[src/rtl/inv_square_scaler_pipe_pkg.sv]
// inv_square_scaler_pipe_pkg: nibble width and the GF(2^4) square-scale map with its inverse.
package inv_square_scaler_pipe_pkg;

   localparam int NIBBLE_W = 4;

   function automatic logic [NIBBLE_W-1:0] inv_sq_scale_nib(input logic [NIBBLE_W-1:0] x);
      return {x[2] ^ x[1] ^ x[0], x[3] ^ x[0], x[1] ^ x[0], x[0]};
   endfunction

   // Forward map; the pipe never uses it, it exists for reference models.
   function automatic logic [NIBBLE_W-1:0] sq_scale_nib(input logic [NIBBLE_W-1:0] y);
      return {y[2] ^ y[0], y[3] ^ y[1], y[1] ^ y[0], y[0]};
   endfunction

endpackage

[src/rtl/inv_square_scaler_nib.sv]
// inv_square_scaler_nib: combinational inverse square-scale map of one nibble.
module inv_square_scaler_nib
   import inv_square_scaler_pipe_pkg::*;
(
   input  logic [NIBBLE_W-1:0] x_i,
   output logic [NIBBLE_W-1:0] y_o
);

   assign y_o = inv_sq_scale_nib(x_i);

endmodule

[src/rtl/inv_square_scaler_pipe.sv]
// inv_square_scaler_pipe: two-share inverse square-scaler, two valid/ready stages
// with a mask refresh on the stage-1 to stage-2 transfer.
module inv_square_scaler_pipe
   import inv_square_scaler_pipe_pkg::*;
#(
   parameter int NIBBLES = 8
) (
   input  logic                        ClkxCI,
   input  logic                        RstxRBI,
   input  logic                        InValidxSI,
   output logic                        InReadyxSO,
   input  logic [NIBBLE_W*NIBBLES-1:0] Share0xDI,
   input  logic [NIBBLE_W*NIBBLES-1:0] Share1xDI,
   input  logic [NIBBLE_W*NIBBLES-1:0] RandxDI,
   output logic                        OutValidxSO,
   input  logic                        OutReadyxSI,
   output logic [NIBBLE_W*NIBBLES-1:0] Share0xDO,
   output logic [NIBBLE_W*NIBBLES-1:0] Share1xDO,
   output logic                        BusyxSO
);

   localparam int W = NIBBLE_W * NIBBLES;

   logic         v1_q, v1_d, v2_q, v2_d;
   logic [W-1:0] s1_0_q, s1_0_d, s1_1_q, s1_1_d;
   logic [W-1:0] s2_0_q, s2_0_d, s2_1_q, s2_1_d;
   logic [W-1:0] map0, map1;
   logic         adv2, ld1, ld2;

   // Each share is mapped on its own; the shares are never combined.
   for (genvar i = 0; i < NIBBLES; i++) begin : g_nib
      inv_square_scaler_nib u_nib0 (
         .x_i(Share0xDI[NIBBLE_W*i +: NIBBLE_W]),
         .y_o(map0[NIBBLE_W*i +: NIBBLE_W])
      );
      inv_square_scaler_nib u_nib1 (
         .x_i(Share1xDI[NIBBLE_W*i +: NIBBLE_W]),
         .y_o(map1[NIBBLE_W*i +: NIBBLE_W])
      );
   end

   assign adv2       = ~v2_q | OutReadyxSI;
   assign ld2        = v1_q & adv2;
   assign InReadyxSO = ~v1_q | adv2;
   assign ld1        = InValidxSI & InReadyxSO;

   always_comb begin
      v1_d   = ld1 ? 1'b1 : (ld2 ? 1'b0 : v1_q);
      v2_d   = ld2 ? 1'b1 : (OutReadyxSI ? 1'b0 : v2_q);
      s1_0_d = ld1 ? map0 : s1_0_q;
      s1_1_d = ld1 ? map1 : s1_1_q;
      // Same mask on both shares keeps their XOR intact.
      s2_0_d = ld2 ? s1_0_q ^ RandxDI : s2_0_q;
      s2_1_d = ld2 ? s1_1_q ^ RandxDI : s2_1_q;
   end

   always_ff @(posedge ClkxCI) begin
      if (!RstxRBI) begin
         v1_q   <= 1'b0;
         v2_q   <= 1'b0;
         s1_0_q <= '0;
         s1_1_q <= '0;
         s2_0_q <= '0;
         s2_1_q <= '0;
      end else begin
         v1_q   <= v1_d;
         v2_q   <= v2_d;
         s1_0_q <= s1_0_d;
         s1_1_q <= s1_1_d;
         s2_0_q <= s2_0_d;
         s2_1_q <= s2_1_d;
      end
   end

   assign OutValidxSO = v2_q;
   assign Share0xDO   = s2_0_q;
   assign Share1xDO   = s2_1_q;
   assign BusyxSO     = v1_q | v2_q;

endmodule
[config.mk]
export PLATFORM = sky130hd
export DESIGN_NAME = inv_square_scaler_pipe
export DESIGN_NICKNAME = d
export VERILOG_FILES = /design/src/rtl/inv_square_scaler_pipe_pkg.sv /design/src/rtl/inv_square_scaler_nib.sv /design/src/rtl/inv_square_scaler_pipe.sv
export SDC_FILE = /design/constraint.sdc
export NUM_CORES = 1
export LEC_CHECK = 0
export CORE_AREA = 5 5 158 115
export DETAILED_ROUTE_END_ITERATION = 16
export DIE_AREA = 0 0 163 120
export GPL_TIMING_DRIVEN = 0
export PLACE_DENSITY = 0.74
export SLEW_MARGIN = 20
export SYNTH_ARGS = -nofsm -noshare
export SYNTH_HDL_FRONTEND = slang
export SYNTH_HIERARCHICAL = 1
export SYNTH_SLANG_ARGS = --single-unit
[constraint.sdc]
create_clock -name ClkxCI -period 1.62 [get_ports ClkxCI]
set_input_delay 0.324 -clock ClkxCI [delete_from_list [all_inputs] [get_ports ClkxCI]]
set_output_delay 0.324 -clock ClkxCI [all_outputs]
set_load 0.02 [all_outputs]
Word-level counts from Yosys, hierarchy flattened
Index checks and enable logic that the tools add are counted.

Flip-flop bits (word level): 130. Input bits: 100.

Muxes and demuxes: 4. Reduce and logical (&&, ||, !) cells: 2. Bitwise gates (word level): 73.

Operators with widths (number): bitwise XOR 1 bit (64); bitwise XOR 32 bit (2); 2-to-1 mux 1 bit (4); nonzero test 2 bit (2); bitwise OR 1 bit (3); AND 1 bit (2); inverter 1 bit (2).

Depth between registers and ports, before layout
Gate-level depths: netlist (run 1).

Depth in word-level cells: 5. Depth in mapped cells: 5.

Cells and area by module
The synthesis (run 1) kept the hierarchy.

By module, submodules not included: inv_square_scaler_pipe (cells an instance 574, area an instance 5656.7 sq um, seq. area each 2602.5 sq um, times used 1); inv_square_scaler_nib (cells an instance 4, area an instance 48.8 sq um, seq. area each 0.0 sq um, times used 16).

Worst setup path after synthesis (run 1)
OpenSTA, ideal clock, no wires.

Path kind: reg-to-output. Start: register v1_q. End: output BusyxSO. Path buffers: 3. Arrival time: 1.075 ns. Path slack: 0.221 ns. Stages on the path, launching flop included: 5. Cell sequence: dfxtp_1 buf_4 buf_2 buf_2 or2_2.

Longest elaborated chain between the ends: 1.

RTL lines: from (decl) (RTL line inv_square_scaler_pipe.sv:24) `logic v1_q, v1_d, v2_q, v2_d;`; from (signal assigned) (RTL line inv_square_scaler_pipe.sv:66) `v1_q <= v1_d;`; bitwise OR 1 bit (RTL line inv_square_scaler_pipe.sv:78) `assign BusyxSO = v1_q | v2_q;`; to (decl) (RTL line inv_square_scaler_pipe.sv:19) `output logic BusyxSO`.

No other way between the ends.

Final worst setup path (run 1)
Ends and elaborated chain as after synthesis.

==> results.ini, run 1 <==
[status]
outcome=complete, but fails checks
violations=setup timing

[job]
cap_violations=0

[synthesis]
synth_area_sq_um=6440
synth_nets=738
netlist_instances=638
yosys_warnings=6
ys_ff_latch=130
synth_area_per_cell_sq_um=10.1
synthDistinctLibCells=21
yosysSeqAreaShare=0.404

[critical_path]
cp.depth=4
max_stage_delay_ns=0.31
required_ns=1.30
criticalPathCategory=reg -> out
critPathTopFamily=buffers and inverters
end_kind=output port
cp-start-kind=flip-flop
crit_path_max_fanout=10
cp_common_cell=buf_6
critPathBufInv=3
crit_arrival_ns=1.33
reg2regPathDepth=5
crit_chain=buf_6, buf_6, or2_4, buf_6
slowest_stage=dfxtp_1

[detailed_routing]
via_per_inst=4.81
wl_per_cell_microns=17.3
drt_first_pass_iters=5
drc=0
ant_nets=0
drt-initial-drc-count=333
wl_mm=18.5
via_count=5123

[cts]
cts-htree-levels=4
tritoncts=built
clock-sinks=130
hold_buffers=0
insertion_delay_ns=0.43
clk_path_buf_depth=2
clkSlewWorstSetupHoldPaths_ns=0.06
root_buffer=clkbuf_16
cts-buffers-inserted=17

[grt]
globalRouteOverflowTotal=0
track_usage=0.191
grt_pass1_wl_mm=29.0
grt_max_degree=17
grt_pass1_vias=5316
antenna_found_initial=0

[power]
vdd_drop_max_mv=0.633
cellPowerDensity_nw_per_um2=1010
leakagePower_uw=0.00447
power.total_uw=9000

[floorplan]
core_sq_um=16600
ioPinCount=167
initial_core_util=0.387
die_w_microns=163
die_y_microns=120
rows=40
die_area_sq_um=19600

[worst_hold_path]
hold_depth=4
min_path_type=in -> reg

[timing]
fin_hold_ws_ns=0.395
fin_crit_sh=1.02
final-setup-viol-count=1
fmax_mhz=606
hold_violations=0
fin_crit_ns=1.65
rsz0062_at_grt=true
skew_ns=0.00797
worst_pin_slew_ns=0.729
relSlewSlack=0.514
slew_viol_final=0
setup_slack_ns=-0.0311

[layout]
drive_gt1_frac=0.0982
fin_area_sq_um=8880
fillers=1551
nets=922
num_antenna_cells=0
syn2layout_area_growth_pct=37.9

[placement]
gp_congestion=0.790
place_ws_ns=-0.413
dp_hpwl_mm=13.6
port_buffers=165
place_area_sq_um=8380

==> worst reg2reg max path, cell delays in order (launching register included) <==
cell and delay (ns):
dfxtp_1 0.32, buf_6 0.10, buf_4 0.22, clkbuf_1 0.47, nand3_1 0.15, o211a_1 0.16
==> flip-flops by register name, summed over array words and instances, names as in the netlist <==
name         cells
v1_q             1
Share1xDO       32
s1_1_q          32
Share0xDO       32
s1_0_q          32
OutValidxSO      1
==> repair_timing <==
| item | CTS | global route |
|---|---|---|
| resized for setup | 77 | 19 |
| setup buffers | 1 | 0 |
| setup endpoints to repair | 67 | 40 |
==> through the flow <==
stage | TNS [ns] | instances | util
final | -0.0311 | 1066 | 0.534
after global routing | -0.0765 | 1066 | 0.534
after global placement | -27.65 | 1034 | 0.504
after detailed placement | -30.26 | 1034 | 0.504
after CTS | -0.116 | 1066 | 0.533
after floorplan | 0 | 638 | -
==> cells by family (layout without fill, tap and decap cells) <==
group	Yosys count	in the layout	share of synthesized area
and+or+nand+nor	198	198	0.130
AOI/OAI and AO/OA	67	67	0.104
DFF	130	130	0.404
muxes	64	64	0.0995
xor gates and xnor gates	112	112	0.190
buffers and inverters	67	264	0.0717
==> metal layers <==
metal	vias to the layer above	routed length [microns]	track usage	part of all wire
met4	0	180	0.0508	0.0097
met3	16	1560	0.0656	0.084
met1	2421	9020	0.268	0.49
met5	-	0	0	0
met2	164	7720	0.280	0.42
li1	2522	-	-	-
==> final timing paths <==
check             startpoint       endpoint  slack [ns]
setup / recovery        v1_q        BusyxSO       -0.03
hold / removal       RstxRBI     s1_0_q[21]        0.40
setup reg to reg        v1_q  Share1xDO[14]        0.09
hold reg to reg   s1_1_q[28]     s1_1_q[28]        0.47
==> synthesized netlist by cell type <==
cell type / instances / area, sq um
or2_2: 1 / 6.26
nor2b_1: 1 / 6.26
and2_1: 1 / 6.26
buf_12: 7 / 140
buf_4: 20 / 150
o211a_1: 64 / 641
mux2i_1: 64 / 641
a21oi_1: 1 / 5.00
and2b_4: 1 / 10.0
xor3_1: 16 / 380
nand2_1: 129 / 484
nand2b_1: 1 / 6.26
clkbuf_1: 28 / 105
buf_6: 1 / 11.3
buf_2: 11 / 55.1
dfxtp_1: 130 / 2600
o21a_1: 1 / 7.51
xor2_1: 32 / 280
nand3_1: 64 / 320
a21boi_4: 1 / 18.8
xnor2_1: 64 / 561
==> layout make-up <==
cell class,instances,area [sq um],area share
Multi-Input combinational cell,441,3380,0.380
Sequential cell,130,2600,0.293
Timing Repair Buffer,166,1570,0.177
Clock buffer,23,478,0.0538
Buffer,66,477,0.0537
Tap cell,231,289,0.0326
Clock inverter,9,81.3,0.00916
==> report_power, final <==
part / internal, uW / total [uW] / leakage [uW] / switching (uW)
combinational: 908 / 1740 / 0.00313 / 827
clock: 2220 / 3650 / 0.000269 / 1430
sequential: 3460 / 3610 / 0.00107 / 155
total: 6580 / 9000 / 0.00447 / 2410
==> layout by cell type (no fill, tap or decap), drive strengths merged, types with 3 or more instances in the layout <==
cell type      count
nand3             64
mux2i             64
o211a             64
xor2              32
clkdlybuf4s50     98
xnor2             64
clkinv             5
xor3              16
clkbuf            51
buf               41
nand2            129
dlygate4sd2       65
clkinvlp           3
dfxtp            130
No activity file was read; power rests on OpenSTA's default activity.
==> run 2, diff against run 1 <==
--- a/config.mk
+++ b/config.mk
@@ -8,7 +8,6 @@
 export CORE_AREA = 5 5 158 115
 export DETAILED_ROUTE_END_ITERATION = 16
 export DIE_AREA = 0 0 163 120
-export GPL_TIMING_DRIVEN = 0
 export PLACE_DENSITY = 0.74
 export SLEW_MARGIN = 20
 export SYNTH_ARGS = -nofsm -noshare
==> run 2 against run 1 <==
Net effect:
- the flow now finishes without violations
- clock power about the same
- critical path depth increased by 2
- utilization decreased by 1.2 points
- combinational power decreased by 6%
- fmax increased by 5.2%
- register-to-register slack improved by 0.04 ns
- first-iteration DRC count decreased by 24%
- clock skew increased by 0.00062 ns
- non-clock buffer count decreased by 45
- final cell count decreased by 4.2%
- routed wire length decreased by 16%
- sequential share of layout area increased by 0.66 points
- largest cell class unchanged
- largest power group unchanged
- highest routed layer unchanged
==> results.ini, run 2 (same netlist as run 1, synthesis figures left out) <==
[cts]
clk_path_buf_depth=2  ; unchanged
insertion_delay_ns=0.41  ; was 0.43 ns
clock-sinks=130  ; unchanged
post_cts_buffers=0  ; was 1
root_buffer=clkbuf_16  ; unchanged
hold_buffers=0  ; unchanged
clkSlewWorstSetupHoldPaths_ns=0.06  ; about the same
tritoncts=built  ; unchanged
cts-buffers-inserted=17  ; unchanged
cts-htree-levels=4  ; unchanged

[detailed_routing]
wl_per_cell_microns=15.1  ; was 17.3 microns
drt_first_pass_iters=4  ; was 5
via_count=4848  ; was 5123
met2_length_mm=6.55  ; was 7.72 mm
wl_met1_mm=7.59  ; was 9.02 mm
ant_nets=0  ; unchanged
dr_wl_met3_mm=1.15  ; was 1.56 mm
drt-initial-drc-count=252  ; was 333
wl_mm=15.4  ; was 18.5 mm
maxUsedRoutingLayer=met4  ; unchanged
drc=0  ; unchanged
via_per_inst=4.75  ; was 4.81

[layout]
fillers=1591  ; was 1551
nets=877  ; was 922
final_common_cell=nand2_1
drive_gt1_frac=0.0785  ; was 0.0982
fin_area_sq_um=8690  ; was 8880 sq um
final_cell_mix=129 x nand2_1, 128 x dfxtp_1, 98 x clkdlybuf4s50_1, 65 x dlygate4sd2_1  ; was 129 x dfxtp_1, 129 x nand2_1, 98 x clkdlybuf4s50_1, 65 x dlygate4sd2_1
syn2layout_area_growth_pct=34.9  ; was 37.9%
register_area_sq_um=2610  ; was 2600 sq um
utilization=0.523  ; was 0.534
multi_input_area_sq_um=3380  ; about the same
num_antenna_cells=0  ; unchanged

[critical_path]
rr_startpoint=OutValidxSO  ; was v1_q
crit_arrival_ns=1.90  ; was 1.33 ns
slowest_stage=clkdlybuf4s50_1  ; was dfxtp_1
regToRegSetupSlack_ns=0.13  ; was 0.09 ns
reg2regPathDepth=5  ; unchanged
r2r-end=s1_1_q[11]  ; was Share1xDO[14]
crit_chain=clkdlybuf4s50_1, and2b_4, buf_4, a21boi_4, buf_12, mux2i_1  ; was buf_6, buf_6, or2_4, buf_6
cp-start-kind=input pin  ; was flip-flop
criticalPathCategory=in -> reg  ; was reg -> out
crit_path_max_fanout=38  ; was 10
required_ns=1.95  ; was 1.30 ns
max_stage_delay_ns=0.47  ; was 0.31 ns
end_kind=flip-flop  ; was output port

[placement]
port_buffers=166  ; was 165
place_area_sq_um=8200  ; was 8380 sq um
gp_congestion=0.786  ; was 0.790
dp_hpwl_mm=10.8  ; was 13.6 mm
place_ws_ns=-0.363  ; was -0.413 ns

[timing]
relSlewSlack=0.757  ; was 0.514
final-setup-viol-count=0  ; was 1
skew_ns=0.00859  ; was 0.00797 ns
slew_viol_final=0  ; unchanged
setup_slack_ns=0.0504  ; was -0.0311 ns
worst_pin_slew_ns=0.364  ; was 0.729 ns
rsz0062_at_grt=false  ; was true
fmax_mhz=637  ; was 606 MHz
fin_crit_ns=1.57  ; was 1.65 ns
hold_violations=0  ; unchanged
fin_crit_sh=0.969  ; was 1.02

[floorplan]
initial_core_util=0.387  ; unchanged
core_sq_um=16600  ; unchanged
die_area_sq_um=19600  ; unchanged
die_w_microns=163  ; unchanged
ioPinCount=167  ; unchanged
die_y_microns=120  ; unchanged
rows=40  ; unchanged

[power]
vdd_drop_max_mv=0.571  ; was 0.633 mV
cellPowerDensity_nw_per_um2=1030  ; was 1010 nW/um^2
leakagePower_uw=0.00436  ; was 0.00447 uW
power.total_uw=8900  ; was 9000 uW

[worst_hold_path]
hold_start=RstxRBI  ; unchanged
worstHoldEndpoint=Share1xDO[25]  ; was s1_0_q[21]
min_path_type=in -> reg  ; unchanged
hold_depth=2  ; was 4

[status]
outcome=finished, final reports clean  ; was complete, but fails checks

[grt]
grt_max_degree=69  ; was 17
antenna_found_initial=0  ; unchanged
grt_pass1_vias=4788  ; was 5316
globalRouteOverflowTotal=0  ; unchanged
track_usage=0.159  ; was 0.191
grt_pass1_wl_mm=25.1  ; was 29.0 mm

[job]
cap_violations=0  ; unchanged

==> run 2: changes by cell type in the layout (fill, tap and decap cells not counted), sizes merged <==
cell / previous run / this run
buf: 41 / 24
clkbuf: 51 / 23
clkinv: 5 / 6
clkinvlp: 3 / 2
==> run 2: layout make-up <==
cell class,instances,share of cell area
multi-input combinational,441,0.389
sequential,130,0.300
timing repair buffer,187,0.212
clock buffer,23,0.0573
tap,231,0.0333
clock inverter,9,0.00908
==> run 2: per-stage QoR <==
| step | hold WS (ns) | TNS [ns] | instances |
|---|---|---|---|
| after floorplan | 0.447 | 0 | 638 |
| final | 0.349 | 0 | 1021 |
| after global placement | 0.454 | -23.46 | 989 |
| after global routing | 0.356 | 0 | 1021 |
| after CTS | 0.330 | 0 | 1021 |
| after detailed placement | 0.460 | -26.62 | 989 |
==> run 2: worst max path at each step <==
stage                      startpoint         end  slack [ns]  depth (start not counted)
final                     OutReadyxSI  s1_1_q[11]        0.05                          6
after global routing      OutReadyxSI  s1_1_q[11]       0.008                          6
after CTS                 OutReadyxSI  InReadyxSO       0.008                          4
after detailed placement  OutReadyxSI  s1_1_q[11]       -0.36                          6
after global placement    OutReadyxSI  InReadyxSO       -0.32                          4
after floorplan                  v1_q     BusyxSO        0.22                          4
==> run 2: where the power goes <==
group	internal (uW)	switching, uW	leakage, uW
Combinational	873	752	0.00300
Clock	2300	1360	0.000285
Sequential	3460	159	0.00107
==> run 2: timing repair <==
action,4_1_cts,5_1_grt
gates resized for setup,72,2
setup endpoints to repair,67,1
hold endpoints to repair,0,0
==> run 2: worst max-delay path: cells and delay by family <==
| kind | cells | cell delay, ns |
|---|---|---|
| buf+inv | 3 | 0.90 |
| simple gates | 1 | 0.19 |
| mux | 1 | 0.23 |
| compound gates | 1 | 0.21 |
==> run 2: layer usage <==
metal	GRT usage	vias to the layer above
met5	0	-
met4	0.0450	0
met3	0.0522	11
met2	0.234	125
met1	0.222	2275
li1	-	2437
